**config.mk**
```make
export PLATFORM = sky130hd
export DESIGN_NAME = debug_dump_ctrl_flat
export DESIGN_NICKNAME = d
export VERILOG_FILES = /design/src/rtl/dbg_pkg.sv /design/src/rtl/debug_dump_ctrl_if.sv /design/src/rtl/byte_serializer.sv /design/src/rtl/debug_dump_ctrl.sv /design/src/flat_wrapper.sv
export SDC_FILE = /design/constraint.sdc
export NUM_CORES = 1
export LEC_CHECK = 0
export BUFFER_PORTS_ARGS = -buffer_cell sky130_fd_sc_hd__buf_2
export CAP_MARGIN = 10
export CORE_AREA = 2 2 108 110
export CTS_CLUSTER_SIZE = 40
export DETAILED_ROUTE_END_ITERATION = 7
export DIE_AREA = 0 0 110 112
export GPL_ROUTABILITY_DRIVEN = 0
export SLEW_MARGIN = 20
export SYNTH_ARGS = -nofsm -noshare
export SYNTH_HDL_FRONTEND = slang
export SYNTH_SLANG_ARGS = --single-unit
```
**constraint.sdc**
```tcl
create_clock -name clk -period 2.13 [get_ports clk]
set_input_delay 0.3195 -clock clk [delete_from_list [all_inputs] [get_ports clk]]
set_output_delay 0.3195 -clock clk [all_outputs]
set_load 0.01 [all_outputs]
```
**src/rtl/dbg_pkg.sv**
```systemverilog
// Shared constants, state encoding and helpers for the UART debug dump controller.
package dbg_pkg;

    localparam logic [7:0] CMD_STEP = 8'h53;
    localparam logic [7:0] CMD_DUMP = 8'h44;
    localparam logic [7:0] CMD_RUN  = 8'h52;
    localparam logic [7:0] CMD_HALT = 8'h48;
    localparam logic [7:0] NAK_BYTE = 8'h3F;
    localparam logic [7:0] HDR_BYTE = 8'hA5;

    localparam int unsigned SETTLE_W = 4;

    typedef enum logic [2:0] {
        ST_IDLE,
        ST_STEP,
        ST_SETTLE,
        ST_DUMP,
        ST_RUN
    } dbg_state_t;

    // Counter width for n positions, never narrower than one bit.
    function automatic int unsigned idx_width(input int unsigned n);
        return (n > 1) ? $clog2(n) : 1;
    endfunction

    function automatic logic is_cmd(input logic [7:0] b);
        return (b == CMD_STEP) || (b == CMD_DUMP) || (b == CMD_RUN);
    endfunction

endpackage

```
**src/rtl/debug_dump_ctrl_if.sv**
```systemverilog
// UART/FIFO/pipeline signal bundle of the debug dump controller.
interface debug_dump_ctrl_if #(
    parameter int unsigned NUM_WORDS = 8,
    parameter int unsigned WORD_W    = 32
);
    logic [7:0]                  rx_data;
    logic                        rx_data_rdy;
    logic [NUM_WORDS*WORD_W-1:0] dbg_words;
    logic                        fifo_full;
    logic [7:0]                  fifo_din;
    logic                        fifo_wr_en;
    logic                        pipe_step;
    logic                        busy;

    modport master (
        input  rx_data, rx_data_rdy, dbg_words, fifo_full,
        output fifo_din, fifo_wr_en, pipe_step, busy
    );

    modport slave (
        output rx_data, rx_data_rdy, dbg_words, fifo_full,
        input  fifo_din, fifo_wr_en, pipe_step, busy
    );
endinterface

```
**src/rtl/byte_serializer.sv**
```systemverilog
// Walks the dump frame one byte per push; with DBG_DUMP_HEADER_EN the frame is
// wrapped in a 0xA5 header and an XOR checksum trailer.
module byte_serializer
    import dbg_pkg::*;
#(
    parameter int unsigned NUM_WORDS = 8,
    parameter int unsigned WORD_W    = 32
) (
    input  logic                        clk,
    input  logic                        rst,
    input  logic                        start,
    input  logic                        push,
    input  logic [NUM_WORDS*WORD_W-1:0] words,
    output logic [7:0]                  byte_c,
    output logic                        done_c
);
    localparam int unsigned TOTAL = NUM_WORDS * WORD_W / 8;
`ifdef DBG_DUMP_HEADER_EN
    localparam int unsigned FRAME = TOTAL + 2;
`else
    localparam int unsigned FRAME = TOTAL;
`endif
    localparam int unsigned IDX_W  = idx_width(FRAME);
    localparam int unsigned DATA_W = idx_width(TOTAL);

    logic [IDX_W-1:0] idx;
    logic             last;
    logic [7:0]       bytes [TOTAL];

    // Words are packed LSB-first, so byte k of the flat vector is data byte k.
    for (genvar k = 0; k < int'(TOTAL); k++) begin : g_bytes
        assign bytes[k] = words[k*8 +: 8];
    end

    assign last   = (idx == IDX_W'(FRAME - 1));
    assign done_c = push && last;

    always_ff @(posedge clk) begin
        if (rst || start) begin
            idx <= '0;
        end else if (push) begin
            idx <= last ? '0 : idx + IDX_W'(1);
        end
    end

`ifdef DBG_DUMP_HEADER_EN
    logic [DATA_W-1:0] data_idx;
    logic [7:0]        data_byte;
    logic [7:0]        csum;

    assign data_idx  = DATA_W'(idx - IDX_W'(1));
    assign data_byte = bytes[data_idx];

    // Only data positions feed the checksum, header and trailer do not.
    always_ff @(posedge clk) begin
        if (rst || start) begin
            csum <= '0;
        end else if (push && (idx != '0) && !last) begin
            csum <= csum ^ data_byte;
        end
    end

    always_comb begin
        byte_c = data_byte;
        if (idx == '0) begin
            byte_c = HDR_BYTE;
        end else if (last) begin
            byte_c = csum;
        end
    end
`else
    assign byte_c = bytes[DATA_W'(idx)];
`endif

endmodule

```
**src/rtl/debug_dump_ctrl.sv**
```systemverilog
// UART command decoder, pipeline step gate and debug-word dumper into the TX FIFO.
// Optional framing (header + XOR checksum) is enabled by DBG_DUMP_HEADER_EN.
module debug_dump_ctrl
    import dbg_pkg::*;
#(
    parameter int unsigned NUM_WORDS  = 8,
    parameter int unsigned WORD_W     = 32,
    parameter int unsigned SETTLE_CYC = 2
) (
    input  logic              clk,
    input  logic              rst,
    debug_dump_ctrl_if.master dbg
);
    dbg_state_t          state;
    dbg_state_t          state_nxt;
    logic                rx_q;
    logic                accept;
    logic                halt;
    logic [SETTLE_W-1:0] settle_cnt;
    logic                push;
    logic                start;
    logic                done;
    logic [7:0]          ser_byte;

    assign accept = dbg.rx_data_rdy && !rx_q;
    assign halt   = accept && (dbg.rx_data == CMD_HALT);
    assign start  = (state != ST_DUMP) && (state_nxt == ST_DUMP);

    always_ff @(posedge clk) begin
        if (rst) begin
            state <= ST_IDLE;
        end else begin
            state <= state_nxt;
        end
    end

    // Byte strobe edge detect and settle delay counter.
    always_ff @(posedge clk) begin
        if (rst) begin
            rx_q       <= 1'b0;
            settle_cnt <= '0;
        end else begin
            rx_q       <= dbg.rx_data_rdy;
            settle_cnt <= (state == ST_SETTLE) ? settle_cnt + SETTLE_W'(1) : '0;
        end
    end

    always_comb begin
        state_nxt = state;
        case (state)
            ST_IDLE: begin
                if (accept) begin
                    case (dbg.rx_data)
                        CMD_STEP: state_nxt = ST_STEP;
                        CMD_DUMP: state_nxt = ST_DUMP;
                        CMD_RUN:  state_nxt = ST_RUN;
                        default:  state_nxt = ST_IDLE;
                    endcase
                end
            end
            ST_STEP:   state_nxt = (SETTLE_CYC == 0) ? ST_DUMP : ST_SETTLE;
            ST_SETTLE: begin
                if (settle_cnt == SETTLE_W'(SETTLE_CYC - 1)) begin
                    state_nxt = ST_DUMP;
                end
            end
            ST_DUMP: begin
                if (done) begin
                    state_nxt = ST_IDLE;
                end
            end
            ST_RUN: begin
                if (halt) begin
                    state_nxt = ST_DUMP;
                end
            end
            default:   state_nxt = ST_IDLE;
        endcase
    end

    always_comb begin
        push           = 1'b0;
        dbg.fifo_wr_en = 1'b0;
        dbg.fifo_din   = 8'h00;
        dbg.pipe_step  = 1'b0;
        dbg.busy       = (state != ST_IDLE);
        case (state)
            ST_IDLE: begin
                if (accept && !is_cmd(dbg.rx_data)) begin
                    dbg.fifo_wr_en = !dbg.fifo_full;
                    dbg.fifo_din   = NAK_BYTE;
                end
            end
            ST_STEP: dbg.pipe_step = 1'b1;
            ST_DUMP: begin
                push           = !dbg.fifo_full;
                dbg.fifo_wr_en = push;
                dbg.fifo_din   = ser_byte;
            end
            // A halt byte drops the step enable in the cycle it arrives.
            ST_RUN:  dbg.pipe_step = !halt;
            default: ;
        endcase
    end

    byte_serializer #(
        .NUM_WORDS (NUM_WORDS),
        .WORD_W    (WORD_W)
    ) u_ser (
        .clk    (clk),
        .rst    (rst),
        .start  (start),
        .push   (push),
        .words  (dbg.dbg_words),
        .byte_c (ser_byte),
        .done_c (done)
    );

endmodule

```
**src/flat_wrapper.sv**
```systemverilog
// flat-port wrapper written by rule: the top's interface ports become plain ports
module debug_dump_ctrl_flat import dbg_pkg::*;
#(
    parameter int unsigned NUM_WORDS  = 8,
    parameter int unsigned WORD_W     = 32,
    parameter int unsigned SETTLE_CYC = 2
)
  (clk, rst, dbg_rx_data, dbg_rx_data_rdy, dbg_dbg_words, dbg_fifo_full, dbg_fifo_din, dbg_fifo_wr_en, dbg_pipe_step, dbg_busy);
  debug_dump_ctrl_if #(.NUM_WORDS(NUM_WORDS), .WORD_W(WORD_W)) dbg_i ();
  input  logic clk;
  input  logic rst;
  input wire logic [$bits(dbg_i.rx_data)-1:0] dbg_rx_data;
  input wire logic [$bits(dbg_i.rx_data_rdy)-1:0] dbg_rx_data_rdy;
  input wire logic [$bits(dbg_i.dbg_words)-1:0] dbg_dbg_words;
  input wire logic [$bits(dbg_i.fifo_full)-1:0] dbg_fifo_full;
  output wire logic [$bits(dbg_i.fifo_din)-1:0] dbg_fifo_din;
  output wire logic [$bits(dbg_i.fifo_wr_en)-1:0] dbg_fifo_wr_en;
  output wire logic [$bits(dbg_i.pipe_step)-1:0] dbg_pipe_step;
  output wire logic [$bits(dbg_i.busy)-1:0] dbg_busy;
  assign dbg_i.rx_data = dbg_rx_data;
  assign dbg_i.rx_data_rdy = dbg_rx_data_rdy;
  assign dbg_i.dbg_words = dbg_dbg_words;
  assign dbg_i.fifo_full = dbg_fifo_full;
  assign dbg_fifo_din = dbg_i.fifo_din;
  assign dbg_fifo_wr_en = dbg_i.fifo_wr_en;
  assign dbg_pipe_step = dbg_i.pipe_step;
  assign dbg_busy = dbg_i.busy;
  debug_dump_ctrl #(.NUM_WORDS(NUM_WORDS), .WORD_W(WORD_W), .SETTLE_CYC(SETTLE_CYC)) u_core (.clk(clk), .rst(rst), .dbg(dbg_i));
endmodule
```
==> flow_metrics.py <==
metrics = {
    "synth": {
        "ys_seq_area_frac": 0.08931,
        "synth_edf_count": 0,
        "syn-instance-count": 253,
        "synthAdderAreaFrac": 0.02061,
        "synth_xor_area_frac": 0.009017,
        "synth_top_family_by_area": "multiplexers",
        "synthMuxAreaShare": 0.5595,
        "syn-num-nets": 525,
        "syn_area_um2": 2914,
        "synth-warning-count": 0,
        "yosys.cell_types.count": 48,
        "syn_avg_cell_area_um2": 11.52,
        "synth-simple-area-share": 0.1181,
        "async_flop_share": 0,
        "synth_compound_area_frac": 0.1473,
        "ys_ff_latch": 13,
        "ys.flop_type": "dfxtp_1",
    },
    "critical_path": {
        "crit_type": "flop to output port",
        "crit_path_end_kind": "output port",
        "critPathMaxFanout": 7,
        "setup.worst_path.start_class": "flop",
        "crit_arrival_ns": 2.20,
        "cp.required_ns": 1.81,
    },
    "clock_network": {
        "cts_root_buf": "clkbuf_16",
        "clock_path_buffers": 2,
        "clk_pin_slew_worst_paths_ns": 0.04,
        "cts_buffers": 3,
        "clock_sinks": 13,
        "h-tree-depth": 1,
        "clk_latency_ns": 0.24,
        "cts_tree": "done",
    },
    "cells_and_area": {
        "postLayoutCoreUtil": 0.4602,
        "fill_cells": 1045,
        "syn2layout_area_growth_pct": 76.47,
        "final_net_count": 843,
        "instances_no_fill": 714,
        "multi_input_area_um2": 2566,
        "ff_latch_area_um2": 271.5,
        "final_layout_size_suffix_gt1_frac": 0.7526,
    },
    "power_and_ir_drop": {
        "leakage_uw": 0.002276,
        "ir_drop_mv": 0.1918,
        "p_per_area_nw_per_um2": 200.6,
        "p_total_uw": 1032,
    },
    "placement": {
        "portBuffers": 278,
        "dpl.cell_count": 696,
        "place.detailed.hpwl_um": 11300,
    },
    "hold_path": {
        "hp-class": "input pin to flop",
    },
    "timing": {
        "drv_slew": 0,
        "finalHoldWorstSlack_ns": 0.3299,
        "tns_ns": -2.797,
        "final.setup_skew_ns": 0.001639,
        "max_freq_mhz": 397.6,
        "rsz0062_at_grt": "yes",
        "relSlewSlack": 0.6597,
        "setup_ws_ns": -0.3853,
        "tightest_slew_ns": 0.5089,
        "period_minus_slack_ns": 2.515,
        "setup_viol": 8,
        "hold_viol_final": 0,
        "period_share": 1.181,
    },
    "drt": {
        "routed_wl_um": 13500,
        "drc": 0,
        "via_per_inst": 5.207,
        "num_vias": 3718,
        "drtIter0Drc": 212,
        "ant_nets": 0,
        "dr.pass1.iters": 4,
        "avgRoutedWirePerCell_um": 18.90,
    },
    "flow_run": {
        "cap_violations": 0,
    },
    "run_status": {
        "status": "complete, but fails checks",
        "violations": "negative setup slack",
    },
    "global_route": {
        "grt_pass1_wl_um": 19330,
        "overflow": 0,
        "antenna_found_initial": 2,
        "grt_start_max_net_pins": 20,
        "grt_pass1_vias": 3907,
        "grt_usage": 0.2062,
    },
    "floorplan": {
        "start_util": 0.2608,
        "die_x_um": 110,
        "die_h_um": 112,
        "rows": 39,
        "ios": 279,
        "core_um2": 11170,
        "die_area_um2": 12320,
    },
}
-- synthesized netlist by cell type (3+ instances only) --
master    count  share of area
o21ai_0       8          0.014
or3_1         4         0.0086
a32oi_1       4          0.012
nor2_1       13          0.017
buf_2         8          0.014
ha_1          4          0.017
dfxtp_1      13          0.089
mux2_2        3          0.012
inv_1         5         0.0064
a21oi_1      20          0.034
mux4_2       62           0.48
nor3_1        9          0.015
a221oi_1      4          0.012
nor2b_1      10          0.021
buf_4         7          0.018
a211oi_1      6          0.015
mux2i_1      20          0.069
clkbuf_1      7         0.0090
a221o_1       4          0.014
-- registers in the layout, indices dropped and copies added, names as in the netlist --
name and flops:
u_core.settle_cnt 4, u_core.u_ser.idx 5, u_core.rx_q 1, u_core.state 3
-- logic make-up after synthesis --
family	Yosys count
compound gates	61
xor+xnor	3
fa+ha+maj	5
buf+inv	30
flops	13
mux	85
simple gates	56
-- routing by layer --
layer	up-vias	global-route usage	wire length [µm]
li1	1727	-	-
met1	1766	0.2273	4903
met2	199	0.3939	7037
met3	24	0.03454	1238
met4	2	0.05907	305
met5	-	0	12
-- worst max-delay path: stages (launching register included) --
cell,delay (ns)
dfxtp_4,0.38
buf_12,0.14
mux4_2,0.50
mux2_4,0.27
o21ai_1,0.11
a21oi_1,0.05
or3_1,0.35
buf_2,0.15
-- through the flow --
step / setup slack [ns] / cell area (µm²)
4_1_cts: -0.3907 / 5056
5_1_grt: -0.4652 / 5140
3_3_place_gp: -0.2705 / 4768
6_report: -0.3853 / 5142
2_1_floorplan: 0.006783 / 2944
3_5_place_dp: -0.2749 / 4768
-- cell type report --
type,count,share of cell area
multi-input cells,210,0.4990
repair buffers,338,0.3939
flip-flops and latches,13,0.05280
clock buffers,4,0.01533
inverters,5,0.003650
diodes,1,0.0004866
well taps,143,0.03479
-- worst paths after layout --
| check | to | cells after the start | slack, ns | startpoint |
|---|---|---|---|---|
| setup / recovery | dbg_fifo_din[3] | 7 | -0.39 | u_core.u_ser.idx[0] |
| hold reg to reg | u_core.settle_cnt[0] | 1 | 0.46 | u_core.settle_cnt[0] |
| hold / removal | u_core.rx_q | 2 | 0.33 | dbg_rx_data_rdy |
| setup reg to reg | u_core.u_ser.idx[3] | 9 | 0.10 | u_core.u_ser.idx[0] |
-- cells in the final DEF (no fill, tap or decap), types with 3 or more instances in the layout --
master and n:
mux2i_1 20, or3_4 4, a221o_1 4, nor3_1 5, inv_1 5, mux4_2 62
a21oi_1 20, o21ai_0 6, buf_12 9, nor2_1 13, buf_4 42, dfxtp_1 10
o21ai_1 4, clkbuf_16 4, a211oi_1 3, a32oi_1 4, a221oi_1 4, buf_2 278
nor2b_1 10, dfxtp_4 3, buf_6 5, nor3_2 3, a211oi_2 4
-- report_power, final --
group / switching (µW) / internal, µW / leakage (µW)
logic: 150 / 292 / 0.00213
registers: 0.439 / 242 / 0.000107
clock network: 95.3 / 252 / 0.0000382
total: 246 / 785 / 0.00228
-- repair_timing --
action,4_1_cts,5_1_grt
gates resized for setup,21,11
setup endpoints to repair,12,14
hold endpoints to repair,0,0
setup buffers,9,2
pin swaps,1,5
cloned,1,1
hold buffers,0,0
No activity file was read; power rests on OpenSTA's default activity.
